$ cat src/rtl/dmem_access_unit_pkg.sv
// dmem_access_unit_pkg
// Shared definitions for the memory-stage front end:
//   - FSM state encoding (IDLE/REQ/WAIT/RESP)
//   - LOAD/STORE opcode constants and funct3 codes (LB..LHU, SB..SW)
//   - default data/address width
//   - small decode helpers for load/store classification
package dmem_access_unit_pkg;

  localparam int DATA_W_DEF = 32;

  localparam logic [6:0] OPC_LOAD  = 7'b0000011;
  localparam logic [6:0] OPC_STORE = 7'b0100011;

  localparam logic [2:0] F3_LB  = 3'b000;
  localparam logic [2:0] F3_LH  = 3'b001;
  localparam logic [2:0] F3_LW  = 3'b010;
  localparam logic [2:0] F3_LBU = 3'b100;
  localparam logic [2:0] F3_LHU = 3'b101;
  localparam logic [2:0] F3_SB  = 3'b000;
  localparam logic [2:0] F3_SH  = 3'b001;
  localparam logic [2:0] F3_SW  = 3'b010;

  typedef enum logic [1:0] {
    ST_IDLE = 2'b00,
    ST_REQ  = 2'b01,
    ST_WAIT = 2'b10,
    ST_RESP = 2'b11
  } state_e;

  // True for the five supported load encodings.
  function automatic logic is_load_op(input logic [6:0] opcode, input logic [2:0] funct3);
    logic hit;
    hit = 1'b0;
    if (opcode == OPC_LOAD) begin
      case (funct3)
        F3_LB, F3_LH, F3_LW, F3_LBU, F3_LHU: hit = 1'b1;
        default:                             hit = 1'b0;
      endcase
    end else begin
      hit = 1'b0;
    end
    return hit;
  endfunction

  // True for the three supported store encodings.
  function automatic logic is_store_op(input logic [6:0] opcode, input logic [2:0] funct3);
    logic hit;
    hit = 1'b0;
    if (opcode == OPC_STORE) begin
      case (funct3)
        F3_SB, F3_SH, F3_SW: hit = 1'b1;
        default:             hit = 1'b0;
      endcase
    end else begin
      hit = 1'b0;
    end
    return hit;
  endfunction

endpackage

$ cat src/rtl/dmem_access_unit_store_align.sv
// dmem_access_unit_store_align
// Combinational access-size decode from funct3/byte offset/store data.
// Ports:
//   funct3     in  3       access size in [1:0] (00 byte, 01 half, 10 word)
//   addr_lo    in  2       byte offset within the word
//   wdata      in  DATA_W  raw rs2 value
//   be         out 4       byte enables for the bus
//   wdata_sh   out DATA_W  store data replicated across the byte lanes
//   misaligned out 1       halfword on odd offset or word on non-zero offset
module dmem_access_unit_store_align
  import dmem_access_unit_pkg::*;
#(
  parameter int DATA_W = DATA_W_DEF
) (
  input  logic [2:0]        funct3,
  input  logic [1:0]        addr_lo,
  input  logic [DATA_W-1:0] wdata,
  output logic [3:0]        be,
  output logic [DATA_W-1:0] wdata_sh,
  output logic              misaligned
);

  // Size decode: only funct3[1:0] matters, funct3[2] is the load unsigned bit.
  always_comb begin
    be         = 4'b0000;
    wdata_sh   = {DATA_W{1'b0}};
    misaligned = 1'b0;
    case (funct3[1:0])
      2'b00: begin
        be         = 4'b0001 << addr_lo;
        wdata_sh   = {4{wdata[7:0]}};
        misaligned = 1'b0;
      end
      2'b01: begin
        be         = 4'b0011 << addr_lo;
        wdata_sh   = {2{wdata[15:0]}};
        misaligned = addr_lo[0];
      end
      2'b10: begin
        be         = 4'b1111;
        wdata_sh   = wdata;
        misaligned = (addr_lo != 2'b00);
      end
      default: begin
        be         = 4'b0000;
        wdata_sh   = {DATA_W{1'b0}};
        misaligned = 1'b0;
      end
    endcase
  end

endmodule

$ cat src/rtl/dmem_access_unit.sv
// dmem_access_unit
// Memory-stage front end: accepts one load/store per handshake, checks
// alignment, runs a word-aligned req/gnt/rvalid bus transaction with a
// timeout, and returns the raw word plus instruction/address for extraction.
// Ports:
//   clk, reset                      clock, synchronous active-high reset
//   req_valid/req_ready             execute-stage handshake
//   req_instr/req_addr/req_wdata    instruction, byte address, rs2 value
//   mem_req/we/be/addr/wdata        bus request side (registered)
//   mem_gnt/mem_rvalid/mem_rdata    bus grant and response
//   rsp_valid                       one-cycle completion pulse
//   rsp_memval/instr/addr           held response fields
//   rsp_misaligned/rsp_buserr       exception flags valid with rsp_valid
//   stall                           high while not IDLE
module dmem_access_unit
  import dmem_access_unit_pkg::*;
#(
  parameter int DATA_W      = DATA_W_DEF,
  parameter int TIMEOUT_CYC = 255,
  parameter int CNT_W       = 8
) (
  input  logic              clk,
  input  logic              reset,
  input  logic              req_valid,
  output logic              req_ready,
  input  logic [DATA_W-1:0] req_instr,
  input  logic [DATA_W-1:0] req_addr,
  input  logic [DATA_W-1:0] req_wdata,
  output logic              mem_req,
  output logic              mem_we,
  output logic [3:0]        mem_be,
  output logic [DATA_W-1:0] mem_addr,
  output logic [DATA_W-1:0] mem_wdata,
  input  logic              mem_gnt,
  input  logic              mem_rvalid,
  input  logic [DATA_W-1:0] mem_rdata,
  output logic              rsp_valid,
  output logic [DATA_W-1:0] rsp_memval,
  output logic [DATA_W-1:0] rsp_instr,
  output logic [DATA_W-1:0] rsp_addr,
  output logic              rsp_misaligned,
  output logic              rsp_buserr,
  output logic              stall
);

  state_e            state_r;
  logic [CNT_W-1:0]  cnt_r;
  logic [DATA_W-1:0] instr_r;
  logic [DATA_W-1:0] addr_r;
  logic              is_load_r;

  logic              is_load_s;
  logic              is_store_s;
  logic              is_mem_s;
  logic [3:0]        be_s;
  logic [DATA_W-1:0] wdata_sh_s;
  logic              misal_s;
  logic              tmo_s;
  logic              fin_s;
  logic              tmo_fin_s;

  assign is_load_s  = is_load_op(req_instr[6:0], req_instr[14:12]);
  assign is_store_s = is_store_op(req_instr[6:0], req_instr[14:12]);
  assign is_mem_s   = is_load_s | is_store_s;

  // The counter is about to reach TIMEOUT_CYC on this edge.
  assign tmo_s = (cnt_r == CNT_W'(TIMEOUT_CYC - 1));

  dmem_access_unit_store_align #(.DATA_W(DATA_W)) u_align (
    .funct3     (req_instr[14:12]),
    .addr_lo    (req_addr[1:0]),
    .wdata      (req_wdata),
    .be         (be_s),
    .wdata_sh   (wdata_sh_s),
    .misaligned (misal_s)
  );

  // Completion decode for the bus states; a grant wins over a same-cycle timeout.
  always_comb begin
    fin_s     = 1'b0;
    tmo_fin_s = 1'b0;
    case (state_r)
      ST_REQ: begin
        fin_s     = (mem_gnt & mem_rvalid) | (~mem_gnt & tmo_s);
        tmo_fin_s = ~mem_gnt & tmo_s;
      end
      ST_WAIT: begin
        fin_s     = mem_rvalid | tmo_s;
        tmo_fin_s = ~mem_rvalid & tmo_s;
      end
      default: begin
        fin_s     = 1'b0;
        tmo_fin_s = 1'b0;
      end
    endcase
  end

  // Main FSM with all outputs registered; rsp_* fields change only on entry to RESP.
  always_ff @(posedge clk) begin
    if (reset) begin
      state_r        <= ST_IDLE;
      cnt_r          <= {CNT_W{1'b0}};
      instr_r        <= {DATA_W{1'b0}};
      addr_r         <= {DATA_W{1'b0}};
      is_load_r      <= 1'b0;
      req_ready      <= 1'b1;
      stall          <= 1'b0;
      mem_req        <= 1'b0;
      mem_we         <= 1'b0;
      mem_be         <= 4'b0000;
      mem_addr       <= {DATA_W{1'b0}};
      mem_wdata      <= {DATA_W{1'b0}};
      rsp_valid      <= 1'b0;
      rsp_memval     <= {DATA_W{1'b0}};
      rsp_instr      <= {DATA_W{1'b0}};
      rsp_addr       <= {DATA_W{1'b0}};
      rsp_misaligned <= 1'b0;
      rsp_buserr     <= 1'b0;
    end else begin
      rsp_valid <= 1'b0;
      case (state_r)
        ST_IDLE: begin
          if (req_valid) begin
            instr_r   <= req_instr;
            addr_r    <= req_addr;
            is_load_r <= is_load_s;
            cnt_r     <= {CNT_W{1'b0}};
            req_ready <= 1'b0;
            stall     <= 1'b1;
            if (is_mem_s && !misal_s) begin
              state_r   <= ST_REQ;
              mem_req   <= 1'b1;
              mem_we    <= is_store_s;
              mem_be    <= be_s;
              mem_addr  <= {req_addr[DATA_W-1:2], 2'b00};
              mem_wdata <= is_store_s ? wdata_sh_s : {DATA_W{1'b0}};
            end else begin
              // Misaligned or non-memory op: answer directly, no bus traffic.
              state_r        <= ST_RESP;
              rsp_valid      <= 1'b1;
              rsp_memval     <= {DATA_W{1'b0}};
              rsp_instr      <= req_instr;
              rsp_addr       <= req_addr;
              rsp_misaligned <= is_mem_s & misal_s;
              rsp_buserr     <= 1'b0;
            end
          end else begin
            req_ready <= 1'b1;
            stall     <= 1'b0;
          end
        end
        ST_REQ, ST_WAIT: begin
          if (fin_s) begin
            state_r        <= ST_RESP;
            mem_req        <= 1'b0;
            rsp_valid      <= 1'b1;
            rsp_instr      <= instr_r;
            rsp_addr       <= addr_r;
            rsp_misaligned <= 1'b0;
            rsp_buserr     <= tmo_fin_s;
            rsp_memval     <= (is_load_r && !tmo_fin_s) ? mem_rdata : {DATA_W{1'b0}};
          end else if (state_r == ST_REQ && mem_gnt) begin
            state_r <= ST_WAIT;
            mem_req <= 1'b0;
            cnt_r   <= {CNT_W{1'b0}};
          end else begin
            cnt_r <= cnt_r + CNT_W'(1);
          end
        end
        ST_RESP: begin
          state_r   <= ST_IDLE;
          req_ready <= 1'b1;
          stall     <= 1'b0;
        end
        default: begin
          state_r   <= ST_IDLE;
          req_ready <= 1'b1;
          stall     <= 1'b0;
          mem_req   <= 1'b0;
        end
      endcase
    end
  end

endmodule

$ cat config.mk
export PLATFORM = sky130hd
export DESIGN_NAME = dmem_access_unit
export DESIGN_NICKNAME = d
export VERILOG_FILES = /design/src/rtl/dmem_access_unit_pkg.sv /design/src/rtl/dmem_access_unit_store_align.sv /design/src/rtl/dmem_access_unit.sv
export SDC_FILE = /design/constraint.sdc
export NUM_CORES = 1
export LEC_CHECK = 0
export CAP_MARGIN = 20
export CORE_MARGIN = 2
export CORE_UTILIZATION = 43
export CTS_CLUSTER_DIAMETER = 80
export CTS_CLUSTER_SIZE = 14
export DETAILED_ROUTE_END_ITERATION = 6
export PLACE_DENSITY_LB_ADDON = 0.08
export REMOVE_ABC_BUFFERS = 1
export SLEW_MARGIN = 30
export SYNTH_ARGS = -nofsm -noshare
export SYNTH_HDL_FRONTEND = slang
export SYNTH_HIERARCHICAL = 1
export SYNTH_SLANG_ARGS = --single-unit
$ cat constraint.sdc
create_clock -name clk -period 2.39 [get_ports clk]
set_clock_uncertainty 0.2 [all_clocks]
set_input_delay 0.239 -clock clk [delete_from_list [all_inputs] [get_ports clk]]
set_output_delay 0.239 -clock clk [all_outputs]
set_load 0.05 [all_outputs]
# == After elaboration in Yosys (flattened, before gate mapping) ==
# Cells that the tools add are included.
# op_classes
reduce_logical,20
add_sub_neg,1
shifts,2
n_bitwise,9
multipliers,0
div_mod_pow,0
n_eq_ne,18
n_lt_le_gt_ge,0
muxes,53
# op_table
op,n
$mux 32,11
$pmux 32 s2,3
$pmux 32 s3,1
$mux 8,3
$mux 1,19
$pmux 1 s2,9
$pmux 8 s2,1
$pmux 4 s3,1
$ne 2x2->1 const B,5
$add 8x1->8 const B,1
$eq 8x8->1 const B,1
$mux 2,4
$reduce_and 4->1,2
$eq 7x2->1 const B,1
$eq 7x6->1 const B,1
$eq 2x2->1 const B,3
$eq 3x3->1 const B,2
$pmux 2 s3,1
$reduce_and 3->1,2
$reduce_bool 2->1,3
$reduce_or 5->1,1
$and 1x1->1,4
$eq 2x1->1 const B,2
$logic_not 2->1,2
other kinds (13),20
# totals
reg_bits,244
in_bits,133
out_inout_bits,171
latchBits,0
romBits,0
mem_count,0
mem_bits_rw,0
wordCells,121

# == Depth between registers and ports, before layout ==
# logic_depth
word_depth,9
depth_mapped,12
ltp_nobuf,8

# == Modules after synthesis ==
# The synthesis kept the hierarchy.
# by_module_without_submodules
mod,n_inst,area_per_inst_um2,cells_each,seq_area_each_um2
dmem_access_unit,1,9912.0,1147,4884.7
dmem_access_unit_store_align,1,614.3,102,0.0

# == Worst setup path before layout ==
# No wires, ideal clock.
# synth_timing
kind,reg2reg
startpoint,reg state_r[1]
endpoint,reg rsp_instr[0]
path_stages_with_launch,8
path_buffers,3
setup_time_ns,0.146
t_required_ns,2.044
t_arrival_ns,2.183
path_slack_ns,-0.139
synth_period_minus_slack_ns,2.529
path_cell_list,dfxtp_1 -> inv_1 -> ha_1 -> clkbuf_1 -> buf_1 -> clkbuf_1 -> mux2i_1 -> a211oi_2
# synth_between
elab_chain_cells,4
elab_cells_between_ends,11
classes_between,eq/ne: 5; mux: 2; reduce/logical: 4
# synth_rtl
item,line,rtl
start: declaration,dmem_access_unit.sv:46,state_e state_r;
start signal: assignment,dmem_access_unit.sv:101,state_r <= ST_IDLE;
start signal: assignment,dmem_access_unit.sv:131,state_r <= ST_REQ;
start signal: assignment,dmem_access_unit.sv:139,state_r <= ST_RESP;
$eq 2x2->1 or $eq 2x1->1 (tied branches),"dmem_access_unit.sv:82, dmem_access_unit.sv:121",
$pmux 1 s2 or $reduce_or 2->1 (tied branches),"dmem_access_unit.sv:82, dmem_access_unit.sv:121",
$ne 2x2->1 (no source line) or $reduce_bool 2->1 (tied branches),-,
$reduce_and 4->1 (no source line),-,
end signal: assignment,dmem_access_unit.sv:115,rsp_instr <= {DATA_W{1'b0}};
end signal: assignment,dmem_access_unit.sv:142,rsp_instr <= req_instr;
end signal: assignment,dmem_access_unit.sv:157,rsp_instr <= instr_r;
end: declaration,dmem_access_unit.sv:39,"output logic [DATA_W-1:0] rsp_instr,"
# Parallel ways exist; a longest one is shown, timed or not.
# A chain may end at the register's enable or synchronous reset.

# == Worst setup path in the final report ==
# layout_timing
startpoint,reg state_r[1]
endpoint,reg rsp_instr[18]
# Same word-level chain as after synthesis.

==> impl_metrics.env <==
export IMPL_synth_common_cells="268 x nand2_1, 244 x dfxtp_1, 197 x a21oi_1"
export IMPL_power_mw=17.68
export IMPL_dpl_cell_area_sq_mm=0.01407
export IMPL_yosysWarnings=6
export IMPL_final_area_sq_mm=0.01474
export IMPL_rows=57
export IMPL_r2r_worst_path_cells=8
export IMPL_htree_levels=1
export IMPL_ir_drop_mv=0.6737
export IMPL_yosysSeqAreaShare_pct=46.40
export IMPL_cap_viol_max_count=0
export IMPL_cp_max_fo=12
export IMPL_vias_per_cell=5.291
export IMPL_r2r_start="state_r[1]"
export IMPL_antenna_found_initial=2
export IMPL_ant_nets=0
export IMPL_ys_seq_elements=244
export IMPL_syn_avg_cell_area_sq_um=8.428
export IMPL_period_needed_ns=2.273
export IMPL_worst_setup_path_end_kind="flip-flop"
export IMPL_grt_pass1_vias=9124
export IMPL_leakagePower_nw=5.356
export IMPL_min_path_type="in -> reg"
export IMPL_fmax_ghz=0.4400
export IMPL_clk_pin_slew_ns=0.07
export IMPL_area_growth_pct=40.02
export IMPL_worstSetupPathType="reg -> reg"
export IMPL_drv_slew=0
export IMPL_cts_tree="done"
export IMPL_regArea_sq_mm=0.004886
export IMPL_crit_slowest_cell="dfxtp_2"
export IMPL_multiInputGateArea_sq_mm=0.005202
export IMPL_cp_start_kind="flip-flop"
export IMPL_post_place_ws_ns=-0.5003
export IMPL_slew_headroom_pct=60.40
export IMPL_synth_top_cell_by_area="dfxtp_1"
export IMPL_power_share_switching_pct=44.07
export IMPL_synth_flop_cell="dfxtp_1"
export IMPL_worst_ep_required_time_ns=2.60
export IMPL_yosys_area_top_type_share_pct=46.40
export IMPL_syn_inst=1249
export IMPL_io_buffers=301
export IMPL_outcome="completed"
export IMPL_clock_latency_ns=0.51
export IMPL_core_area_sq_mm=0.02418
export IMPL_timing_hold_ws_ns=0.09869
export IMPL_dp_hpwl_um=19950
export IMPL_gp_congestion=0.8320
export IMPL_combPwrFrac_pct=52.9
export IMPL_cts_buffers=21
export IMPL_clock_path_buffers=3
export IMPL_p_seq_share_pct=29.9
export IMPL_totalWireLength_um=30770
export IMPL_layout_nets=1666
export IMPL_grt_ovfl_total=0
export IMPL_arrival_ns=2.49
export IMPL_tightest_slew_ns=0.5922
export IMPL_synth_top_cells_by_area="dfxtp_1 46%, nand2_1 9.6%, a21oi_1 9.4%"
export IMPL_setup_viol=0
export IMPL_clock_sinks=244
export IMPL_hp_start="mem_rdata[9]"
export IMPL_die_w_um=160.5
export IMPL_clockRootBuffer="clkbuf_16"
export IMPL_drive_gt1_share_pct=8.344
export IMPL_grt_max_degree=88
export IMPL_hold_violations=0
export IMPL_period_share_pct=95.09
export IMPL_dieArea_sq_mm=0.02575
export IMPL_setup_slack_ns=0.1174
export IMPL_p_int_mw=9.888
export IMPL_grt_pass1_wl_um=48740
export IMPL_power_switching_mw=7.793
export IMPL_cpPeakStageDelay_ns=0.36
export IMPL_die_y_um=160.5
export IMPL_grtUsageTotal_pct=22.75
export IMPL_async_flop_share_pct=0
export IMPL_drtPass1Iterations=6
export IMPL_wl_per_cell_um=16.65
export IMPL_yosys_cell_types_count=52
export IMPL_hold_depth=3
export IMPL_vias=9778
export IMPL_yosysMostFrequentCell="nand2_1"
export IMPL_start_util_pct=43.54
export IMPL_io_pins=304
export IMPL_drcViolationCount=0
export IMPL_fillCellCount=2156
export IMPL_crit_chain="inv_1 -> ha_2 -> nor2b_2 -> o211ai_1 -> nand3_4 -> and2_4 -> buf_4 -> a211oi_1"
export IMPL_p_clk_share_pct=17.1
export IMPL_netlist_area_sq_mm=0.01053
export IMPL_synth_edf_count=0
export IMPL_startpoint="state_r[1]"
export IMPL_first_iter_violations=612
export IMPL_p_per_area_mw_per_mm2=1200
## power groups by stage
stage / Sequential [mW] / Combinational, mW / Clock, mW
after floorplan: 6.39 / 3.00 / 0
after global placement: 5.34 / 9.21 / 0
after detailed placement: 5.37 / 9.25 / 0
after CTS: 5.29 / 9.27 / 3.14
after global routing: 5.38 / 10.0 / 3.28
final: 5.29 / 9.36 / 3.03
## final timing paths
check | end | slack [ns]
setup / recovery | rsp_instr[18] | 0.12
hold / removal | rsp_memval[9] | 0.1
setup reg to reg | rsp_instr[18] | 0.12
hold reg to reg | instr_r[24] | 0.25
## cell families after synthesis
family	synth area share [%]
AO/OA/AOI/OAI	19.56
adder cells (fa/ha/maj)	1.426
buffers and inverters	5.076
flip-flops	46.40
multiplexers	6.086
other	0.03562
AND/OR/NAND/NOR	21.41
## cells in the final DEF (no fill, tap or decap), types with 35 or more instances in the layout
cell type	instances
buf_4	42
mux2i_1	64
a21oi_1	196
o21ai_0	43
nand2_1	267
dfxtp_1	243
clkdlybuf4s50_1	300
nand3b_1	35
nand2b_1	42
a211oi_1	47
nand3_1	36
## layout make-up
class,instances,share of cell area (%)
multi-input cells,886,35.30
flip-flops and latches,244,33.15
repair buffers,361,24.88
clock buffers,22,3.591
well taps,324,2.750
inverters,7,0.1783
clock inverters,2,0.1188
diodes,2,0.03396
## metrics by stage
step / TNS (ns) / std cells / util, %
after floorplan: -761.22 / 1137 / -
after global placement: -56.07 / 1817 / 58.22
after detailed placement: -69.47 / 1817 / 58.22
after CTS: 0 / 1842 / 60.53
after global routing: -0.01214 / 1848 / 60.96
final: 0 / 1848 / 60.96
## state kept, by name, summed over array words and instances (netlist names)
register,flops
addr_r,32
instr_r,32
mem_wdata,32
rsp_addr,32
rsp_instr,32
rsp_memval,32
mem_addr,30
cnt_r,8
mem_be,4
state_r,2
is_load_r,1
mem_req,1
mem_we,1
req_ready,1
rsp_buserr,1
rsp_misaligned,1
rsp_valid,1
stall,1
## timing repair
action / in CTS / in global routing
gates resized for setup: 1 / 17
pin swaps: 0 / 3
hold endpoints to repair: 15 / 0
endpoints found under the setup margin: 9 / 132
buffers inserted: 0 / 3
gates cloned: 0 / 1
hold buffers: 1 / 0
## metal layers
layer,share of wire [%],track usage (%)
met5,0,0
met4,2.7,6.839
met3,7.0,5.656
met2,47,37.48
met1,44,29.57
## worst max-delay path: cells and delay by family, from the launching register on
| family | cells | cell delay, ns |
|---|---|---|
| simple gates | 3 | 0.59 |
| compound gates | 2 | 0.51 |
| flops | 1 | 0.36 |
| fa+ha+maj | 1 | 0.22 |
| buf+inv | 2 | 0.31 |
Power figures use the tool's default switching activity.
==> edit (same flow settings) <==
Make the reset (`reset`) asynchronous in one clocked block. Comments in the files are not updated.
--- a/src/rtl/dmem_access_unit.sv
+++ b/src/rtl/dmem_access_unit.sv
@@ -98,3 +98,3 @@
   // Main FSM with all outputs registered; rsp_* fields change only on entry to RESP.
-  always_ff @(posedge clk) begin
+  always_ff @(posedge clk or posedge reset) begin
     if (reset) begin
Check against the original RTL: differs if reset is asserted again (counterexample within 4 cycles, from zero or initial values and one cycle with reset high); with reset held inactive, the same outputs for 4 cycles.
==> edit against the unedited design <==
The run now ends with negative hold slack left; sequential cell count unchanged; cell area increased by 5.2%; highest routed layer unchanged; largest power group unchanged; global-route usage about the same; power is 12% higher; non-clock buffer count grew 23; routed wire length down 1.2%; sequential share of layout area grew 6.2 points; worst setup slack got worse by 0.012 ns; die area up 2.6%; synthesized area rose by 2.7%.
==> edit: results (changes against the unedited design) <==
| Metric | Value |
|---|---|
| Placed Cells | 1,555 (was 1,817) |
| Slew at the pin with the worst max-slew slack | 0.5855 ns (was 0.5922 ns) |
| Synth unique cells | 49 (was 52) |
| Vias in the first global route | 8,816 (was 9,124) |
| Clk pwr | 3.10 mW (was 3.03 mW) |
| Most frequent cells after synthesis | dfrtp_1 (243), mux2_2 (100), nand2_1 (75) (was nand2_1 (268), dfxtp_1 (244), a21oi_1 (197)) |
| Status | finished with violations (was finished clean) |
| Hold Fails Final Rpt | 11 (was 0) |
| Initial DRC Count | 492 (was 612) |
| Initial antenna violation count | 1 (was 2) |
| Layout cells sized above 1 | 18.56% (was 8.344%) |
| M1 GR Usage | 29.86% (was 29.57%) |
| GRT met3 Usage | 7.436% (was 5.656%) |
| Max VDD drop | 0.8299 mV (was 0.6737 mV) |
| Synth Area in Compound Gates | 15.50% (was 19.56%) |
| Routed wire length on met3 | 2792 um (was 2159 um) |
| GRT met2 Usage | 36.54% (was 37.48%) |
| Vias | 8,646 (was 9,778) |
| Hold_ws | -0.01344 ns (was 0.09869 ns) |
| Dpl ws | -0.5550 ns (was -0.5003 ns) |
| Met1 wire length | 12,770 um (was 13,410 um) |
| Max incr delay on CP | 0.79 ns (was 0.36 ns) |
| GRT Total Usage | 22.74% (was 22.75%) |
| Dominant cells by area after synthesis | dfrtp_1 (56%), mux2_2 (10%), a2bb2oi_1 (3.2%) (was dfxtp_1 (46%), nand2_1 (9.6%), a21oi_1 (9.4%)) |
| Post-DP Area | 0.01478 mm^2 (was 0.01407 mm^2) |
| Sequential share of power | 30.9% (was 29.9%) |
| Syn_area_per_cell | 11.77 um^2 (was 8.428 um^2) |
| Crit Reg-Reg Startpoint | state_r[1] (unchanged) |
| Mux contribution to synthesized area | 13.48% (was 6.086%) |
| First-pass GRT wire length | 48,140 um (was 48,740 um) |
| Net Sw Frac | 41.04% (was 44.07%) |
| Fraction of the mapped netlist area in adder cells | 1.389% (was 1.426%) |
| NumNets Final | 1,399 (was 1,666) |
| Fillers | 2,033 (was 2,156) |
| Async set-reset flop share out of synthesis | 100.0% (was 0%) |
| Combinational Power Share | 53.4% (was 52.9%) |
| Worst setup path startpoint | req_ready (was state_r[1]) |
| Violated checks | negative hold slack |
[edit: worst paths after layout]
path / to / slack, ns / depth (start not counted)
hold reg to reg: is_load_r / 0.27 / 2
setup reg to reg: rsp_addr[6] / 0.12 / 10
setup / recovery: req_ready / 0.11 / 1
min in group clk: rsp_memval[5] / 0.07 / 3
max in group asynchronous: rsp_memval[1] / 1.36 / 3
hold / removal: mem_wdata[8] / -0.01 / 2
[edit: repair_timing]
| action | 4_1_cts | 5_1_grt |
|---|---|---|
| pin swaps | 0 | 4 |
| resized for setup | 2 | 16 |
| setup endpoints to repair | 13 | 86 |
| setup buffers | 0 | 3 |
| gates cloned | 0 | 3 |
[edit: cell type report]
class | instances | area share [%]
sequential | 244 | 39.38
multi-input combinational | 562 | 27.67
timing repair buffer | 384 | 25.55
clock buffer | 28 | 3.557
tap | 330 | 2.662
inverter | 41 | 1.040
clock inverter | 2 | 0.1129
antenna | 2 | 0.03226
